[src/rtl/mdu_iter_if.sv]
// Purpose : bundle of the mdu_iter request/result signals (start/op/A/B in, busy/done/HI/LO out).
// Latency : none, wiring only.
// Backpressure: none here; the master must hold off new requests while busy is high.
// Ports   : start, op[2:0], A, B (master -> slave); busy, done, HI, LO (slave -> master).
interface mdu_iter_if #(
  parameter int WIDTH = 32
);
  logic             start;
  logic [2:0]       op;
  logic [WIDTH-1:0] A;
  logic [WIDTH-1:0] B;
  logic             busy;
  logic             done;
  logic [WIDTH-1:0] HI;
  logic [WIDTH-1:0] LO;

  // The datapath issuing requests.
  modport master (
    output start, op, A, B,
    input  busy, done, HI, LO
  );

  // The multiply/divide unit.
  modport slave (
    input  start, op, A, B,
    output busy, done, HI, LO
  );
endinterface

[src/rtl/mdu_iter.sv]
// Purpose : iterative signed/unsigned multiply/divide unit owning the HI/LO register pair.
// Latency : mul/div busy for WIDTH+1 cycles, done pulses the cycle after; MTHI/MTLO visible next cycle.
// Backpressure: start is ignored for every op while busy; the caller stalls on busy.
// Ports   : clk, rst (async active-high), bus (mdu_iter_if.slave: start/op/A/B in, busy/done/HI/LO out).
// Config  : define MDU_DIV_EN to build the divider; without it DIV/DIVU are no-ops.
module mdu_iter #(
  parameter int WIDTH = 32
) (
  input  logic       clk,
  input  logic       rst,
  mdu_iter_if.slave  bus
);

  localparam int CW = $clog2(WIDTH + 1);

  localparam logic [2:0] OP_MULT  = 3'b000;
  localparam logic [2:0] OP_MULTU = 3'b001;
  localparam logic [2:0] OP_MTHI  = 3'b100;
  localparam logic [2:0] OP_MTLO  = 3'b101;
`ifdef MDU_DIV_EN
  localparam logic [2:0] OP_DIV   = 3'b010;
  localparam logic [2:0] OP_DIVU  = 3'b011;
`endif

  typedef enum logic [1:0] {
    S_IDLE = 2'd0,
    S_CALC = 2'd1,
    S_FIX  = 2'd2
  } state_t;

  state_t               state_q, state_d;
  logic [CW-1:0]        cnt_q, cnt_d;
  // Multiply: {partial product upper, multiplier shifting out}.
  // Divide:   {partial remainder, dividend shifting out / quotient shifting in}.
  logic [2*WIDTH-1:0]   acc_q, acc_d;
  logic [WIDTH-1:0]     opb_q, opb_d;      // multiplicand or divisor magnitude
  logic                 neg_q, neg_d;      // negate product / quotient in FIX
  logic [WIDTH-1:0]     hi_q, hi_d;
  logic [WIDTH-1:0]     lo_q, lo_d;
  logic                 busy_q, busy_d;
  logic                 done_q, done_d;
`ifdef MDU_DIV_EN
  logic                 is_div_q, is_div_d;
  logic                 neg_rem_q, neg_rem_d; // remainder follows the dividend sign
`endif

  // Request decode and operand magnitudes.
  logic                 is_mul_op, is_div_op, is_signed_op, accept;
  logic                 a_neg, b_neg;
  logic [WIDTH-1:0]     a_mag, b_mag;

  always_comb begin
    is_mul_op    = (bus.op == OP_MULT) || (bus.op == OP_MULTU);
`ifdef MDU_DIV_EN
    is_div_op    = (bus.op == OP_DIV) || (bus.op == OP_DIVU);
    is_signed_op = (bus.op == OP_MULT) || (bus.op == OP_DIV);
`else
    is_div_op    = 1'b0;
    is_signed_op = (bus.op == OP_MULT);
`endif
    accept = bus.start && (state_q == S_IDLE) && (is_mul_op || is_div_op);
    a_neg  = is_signed_op && bus.A[WIDTH-1];
    b_neg  = is_signed_op && bus.B[WIDTH-1];
    a_mag  = a_neg ? (~bus.A + WIDTH'(1)) : bus.A;
    b_mag  = b_neg ? (~bus.B + WIDTH'(1)) : bus.B;
  end

  // One shift-add multiply step: add multiplicand into the upper half when
  // the outgoing multiplier bit is set, then shift the whole accumulator right.
  logic [WIDTH:0]       mul_sum;
  logic [2*WIDTH-1:0]   mul_next;
  assign mul_sum  = {1'b0, acc_q[2*WIDTH-1:WIDTH]} + (acc_q[0] ? {1'b0, opb_q} : '0);
  assign mul_next = {mul_sum, acc_q[WIDTH-1:1]};

`ifdef MDU_DIV_EN
  // One restoring divide step. The shifted remainder needs WIDTH+1 bits for
  // the compare, but the difference always fits in WIDTH bits.
  logic [WIDTH:0]       div_shift;
  logic                 div_ge;
  logic [WIDTH-1:0]     div_sub;
  logic [2*WIDTH-1:0]   div_next;
  assign div_shift = {acc_q[2*WIDTH-1:WIDTH], acc_q[WIDTH-1]};
  assign div_ge    = (div_shift >= {1'b0, opb_q});
  assign div_sub   = div_shift[WIDTH-1:0] - opb_q;
  assign div_next  = {(div_ge ? div_sub : div_shift[WIDTH-1:0]), acc_q[WIDTH-2:0], div_ge};
`endif

  logic [2*WIDTH-1:0]   prod_fix;
  assign prod_fix = neg_q ? -acc_q : acc_q;

  // FSM state register.
  always_ff @(posedge clk or posedge rst) begin
    if (rst) state_q <= S_IDLE;
    else     state_q <= state_d;
  end

  // FSM next state.
  always_comb begin
    state_d = state_q;
    case (state_q)
      S_IDLE:  if (accept) state_d = S_CALC;
      S_CALC:  if (cnt_q == CW'(WIDTH - 1)) state_d = S_FIX;
      S_FIX:   state_d = S_IDLE;
      default: state_d = S_IDLE;
    endcase
  end

  // FSM outputs and datapath.
  always_comb begin
    cnt_d  = cnt_q;
    acc_d  = acc_q;
    opb_d  = opb_q;
    neg_d  = neg_q;
    hi_d   = hi_q;
    lo_d   = lo_q;
    done_d = 1'b0;
    busy_d = (state_d != S_IDLE);
`ifdef MDU_DIV_EN
    is_div_d  = is_div_q;
    neg_rem_d = neg_rem_q;
`endif
    case (state_q)
      S_IDLE: begin
        if (bus.start && (bus.op == OP_MTHI)) hi_d = bus.A;
        if (bus.start && (bus.op == OP_MTLO)) lo_d = bus.A;
        if (accept) begin
          cnt_d = '0;
          acc_d = {{WIDTH{1'b0}}, a_mag};
          opb_d = b_mag;
          neg_d = a_neg ^ b_neg;
`ifdef MDU_DIV_EN
          is_div_d  = is_div_op;
          neg_rem_d = a_neg;
          // Divide by zero: run the raw dividend through unsigned with no sign
          // fix-up. A zero divisor makes every step subtract, so the quotient
          // fills with ones and the remainder ends up equal to the raw A.
          if (is_div_op && (bus.B == '0)) begin
            acc_d     = {{WIDTH{1'b0}}, bus.A};
            neg_d     = 1'b0;
            neg_rem_d = 1'b0;
          end
`endif
        end
      end
      S_CALC: begin
        cnt_d = cnt_q + CW'(1);
`ifdef MDU_DIV_EN
        acc_d = is_div_q ? div_next : mul_next;
`else
        acc_d = mul_next;
`endif
      end
      S_FIX: begin
        done_d = 1'b1;
        hi_d   = prod_fix[2*WIDTH-1:WIDTH];
        lo_d   = prod_fix[WIDTH-1:0];
`ifdef MDU_DIV_EN
        if (is_div_q) begin
          lo_d = neg_q     ? -acc_q[WIDTH-1:0]       : acc_q[WIDTH-1:0];
          hi_d = neg_rem_q ? -acc_q[2*WIDTH-1:WIDTH] : acc_q[2*WIDTH-1:WIDTH];
        end
`endif
      end
      default: ;
    endcase
  end

  // Datapath and output registers.
  always_ff @(posedge clk or posedge rst) begin
    if (rst) begin
      cnt_q     <= '0;
      acc_q     <= '0;
      opb_q     <= '0;
      neg_q     <= 1'b0;
      hi_q      <= '0;
      lo_q      <= '0;
      busy_q    <= 1'b0;
      done_q    <= 1'b0;
`ifdef MDU_DIV_EN
      is_div_q  <= 1'b0;
      neg_rem_q <= 1'b0;
`endif
    end else begin
      cnt_q     <= cnt_d;
      acc_q     <= acc_d;
      opb_q     <= opb_d;
      neg_q     <= neg_d;
      hi_q      <= hi_d;
      lo_q      <= lo_d;
      busy_q    <= busy_d;
      done_q    <= done_d;
`ifdef MDU_DIV_EN
      is_div_q  <= is_div_d;
      neg_rem_q <= neg_rem_d;
`endif
    end
  end

  assign bus.busy = busy_q;
  assign bus.done = done_q;
  assign bus.HI   = hi_q;
  assign bus.LO   = lo_q;

endmodule

[src/flat_wrapper.sv]
// flat-port wrapper written by rule: the top's interface ports become plain ports
module mdu_iter_flat 
#(
  parameter int WIDTH = 32
)
  (clk, rst, bus_start, bus_op, bus_A, bus_B, bus_busy, bus_done, bus_HI, bus_LO);
  mdu_iter_if #(.WIDTH(WIDTH)) bus_i ();
  input  logic clk;
  input  logic rst;
  input wire logic [$bits(bus_i.start)-1:0] bus_start;
  input wire logic [$bits(bus_i.op)-1:0] bus_op;
  input wire logic [$bits(bus_i.A)-1:0] bus_A;
  input wire logic [$bits(bus_i.B)-1:0] bus_B;
  output wire logic [$bits(bus_i.busy)-1:0] bus_busy;
  output wire logic [$bits(bus_i.done)-1:0] bus_done;
  output wire logic [$bits(bus_i.HI)-1:0] bus_HI;
  output wire logic [$bits(bus_i.LO)-1:0] bus_LO;
  assign bus_i.start = bus_start;
  assign bus_i.op = bus_op;
  assign bus_i.A = bus_A;
  assign bus_i.B = bus_B;
  assign bus_busy = bus_i.busy;
  assign bus_done = bus_i.done;
  assign bus_HI = bus_i.HI;
  assign bus_LO = bus_i.LO;
  mdu_iter #(.WIDTH(WIDTH)) u_core (.clk(clk), .rst(rst), .bus(bus_i));
endmodule
[config.mk]
export PLATFORM = sky130hd
export DESIGN_NAME = mdu_iter_flat
export DESIGN_NICKNAME = d
export VERILOG_FILES = /design/src/rtl/mdu_iter_if.sv /design/src/rtl/mdu_iter.sv /design/src/flat_wrapper.sv
export SDC_FILE = /design/constraint.sdc
export NUM_CORES = 1
export LEC_CHECK = 0
export CAP_MARGIN = 20
export CORE_AREA = 2 2 155 157
export DETAILED_ROUTE_END_ITERATION = 8
export DIE_AREA = 0 0 157 159
export PLACE_DENSITY_LB_ADDON = 0.05
export SLEW_MARGIN = 10
export SYNTH_ARGS = -nofsm -noshare
export SYNTH_HDL_FRONTEND = slang
export SYNTH_SLANG_ARGS = --single-unit
[constraint.sdc]
create_clock -name clk -period 7.9 [get_ports clk]
set_clock_uncertainty 0.1 [all_clocks]
set_input_delay 1.975 -clock clk [delete_from_list [all_inputs] [get_ports clk]]
set_output_delay 1.975 -clock clk [all_outputs]
set_load 0.03 [all_outputs]
==> metrics.txt <==
Yosys top cell by area=dfrtp_1; first-pass GRT wire length=between 40000 and 50000 um; insertion delay to the later sink of the worst-skew pair=between 400 and 500 ps; EDFF count, synth=0; register area share after synthesis=around 37%; instance area at placement=13100 um2; slew margin rel.=29.6%; post_cts resized=0; met3 usage=~3.3%; clock-pin slew on the worst setup and hold paths=70 ps; Pleak=roughly 5.4 nW; pin count of the biggest net entering global routing=between 80 and 90; top cell type's share of synthesized area=between 30% and 40%; post-route minimum period=about 4600 ps; worst slew pin tran=between 1000 and 1500 ps; CP endpoint kind=flop; total routed wirelength=a little over 30000 um; Mapped Area=11500 um2; diode count=0; yosys warns=0; Crit path arrival time=approximately 4800 ps; GRT Max-Usage Layer=met2; Hold Vio Cnt, Final=0; Top FF cell, synth=dfrtp_1; final RePlAce weighted congestion=around 0.9; post-route DRC violation count=0; root buf cell=clkbuf_16; TritonCTS clock tree=yes; fill count=roughly 2100; die footprint=between 20000 and 25000 um2; Overflow after GRT=0; Max stage delay on crit path=630 ps; multi-input logic area=approximately 6900 um2; Synth async-reset ratio=100%; Max Slew Vio Count=0; TritonCTS Buffers=17; max cap viols=0; CP startpoint kind=primary input; synthesized area per cell=~8.6 um2; Crit Path Class=primary input to flop; Final HPWL DP=between 20000 and 25000 um; # port buffers=about 140; Max VDD drop=between 150 and 200 uV; cells along the critical path=clkdlybuf4s50_1, or4_1, nor4_1, nand3_1, or2_2, o31ai_1, xor2_1, o21ai_0; setup violators final=0; Via-to-Cell Ratio=5.66; Hold Crit Class=flop to flop; most frequent cells in the layout=188 x o21ai_0, 170 x dfrtp_1, 155 x nand2_1, 135 x clkdlybuf4s50_1, 87 x a21oi_1; clock sink total=~170; ANT nets after route=0; Critical Path Fanout Max=6; Clock Tree Buf Depth=2; Final Cell Area=around 14000 um2; Reg area=between 4000 and 5000 um2; Setup TNS=0 ps; num ports=136; f_max=roughly 220 MHz; Mapped Cells=roughly 1300; GRT met2 Usage=slightly above 40%; Final Net Count=1538; total setup buffers inserted after CTS=0; CP required=approximately 8000 ps; Netlist cell types=64; Final Cycle Share=about three fifths; initial antenna violation count=0; layout cells sized above 1=~6.4%; FF+latch count, synth=~170; Initial DRT Pass Iterations=5; final non-filler cell total=approximately 1800; GRT met1 Usage=33.5%; Area Overhead vs Synth=18.9%; Die Span Y=roughly 160 um; Core Box Area=23200 um2; Total GRT Usage=24.6%; PwrDens=roughly 300 nW/um2; Die Wd=about 160 um; number of global-route vias before repair=9517; most common cell after layout, fill and taps aside=o21ai_0; number of cell rows=56; Placed Cells=around 1700; largest cells by area after synthesis=dfrtp_1 37%, o21ai_0 8.2%, xor2_1 6.1%, nand2_1 5.0%, xnor2_1 4.9%; Starting Density=about half; Vias=around 10000; Critical Path Slowest Stage Cell=or4_1; unrepaired setup endpoints after global routing=false; status=complete, no violations; number of hold buffers added after cts=0; CTS H-tree depth=4; 1st-iter DRT viols=approximately 580; syn nets=~1400; drt wl/cell=around 17 um
[critical path: cells and delay by family]
family	cells	cell delay, ps
and+or+nand+nor	4	1760
xor gates and xnor gates	1	180
buffers and inverters	1	520
AOI/OAI and AO/OA	2	350
[cell type report]
type / instances / share of cell area [%]
repair buffers: 147 / 10.5
flip-flops and latches: 171 / 31.2
well taps: 319 / 2.91
multi-input cells: 1072 / 50.4
clock inverters: 14 / 1.16
clock buffers: 18 / 3.13
inverters: 22 / 0.649
[metrics by stage]
stage          utilization, %  worst slack (ps)  power [mW]  hold slack, ps
3_3_place_gp             56.5              2940        3.19             354
5_1_grt                  59.1              3100        4.36             399
6_report                 59.1              3270        4.06             372
2_1_floorplan               -              1190        2.68             338
3_5_place_dp             56.5              2870        3.22             363
4_1_cts                  59.1              3320        4.08             379
[Yosys cell counts, drive strengths merged, types with 13 or more instances]
cell / number
a21oi: 87
a22oi: 30
and2: 39
clkbuf: 68
dfrtp: 171
ha: 36
inv: 22
mux2: 26
mux2i: 32
nand2: 156
nand3: 32
nand4: 16
nor2: 75
nor3: 26
nor4: 13
o21ai: 188
o31ai: 32
o41ai: 13
or3: 18
or4: 13
xnor2: 64
xor2: 80
[routing by layer]
metal / wire [um] / vias up
met3: 1430 / 39
li1: - / 5020
met2: 14300 / 256
met5: 0 / -
met4: 568 / 0
met1: 14200 / 4655
[path summary, 6_finish.rpt]
| check | slack, ps | endpoint | startpoint | cells past startpoint |
|---|---|---|---|---|
| max | 3270 | u_core.acc_q[25] | bus_A[9] | 8 |
| min | 370 | u_core.opb_q[13] | u_core.opb_q[13] | 2 |
| max reg2reg | 4040 | u_core.acc_q[59] | u_core.acc_q[0] | 12 |
| min reg2reg | 370 | u_core.opb_q[13] | u_core.opb_q[13] | 2 |
| max in group asynchronous | 4590 | u_core.acc_q[42] | rst | 3 |
| min in group asynchronous | 1940 | u_core.bus.LO[12] | rst | 2 |
[state kept, by name, summed over array words and instances, names as in the netlist]
register,cells
u_core.acc_q,64
u_core.neg_q,1
u_core.bus.busy,1
u_core.bus.LO,32
u_core.bus.HI,32
u_core.state_q,2
u_core.bus.done,1
u_core.cnt_q,6
u_core.opb_q,32
[power by group]
group | total [mW] | switching [mW] | internal, mW | leakage [nW]
registers | 1.49 | 0.352 | 1.13 | 2.08
logic | 1.73 | 0.986 | 0.742 | 3.03
clock network | 0.847 | 0.374 | 0.473 | 0.276
total | 4.06 | 1.71 | 2.35 | 5.39
[kinds of logic (layout without fill, tap and decap cells)]
group / Yosys count / after routing / share of synthesized area (%)
AOI/OAI and AO/OA: 413 / 413 / 21.5
muxes: 58 / 58 / 5.32
buffers and inverters: 96 / 201 / 3.13
and+or+nand+nor: 420 / 420 / 17.8
adders and majority gates: 37 / 37 / 4.08
DFF: 171 / 171 / 37.1
xor gates and xnor gates: 144 / 144 / 10.9
No activity file was read; power rests on OpenSTA's default activity.
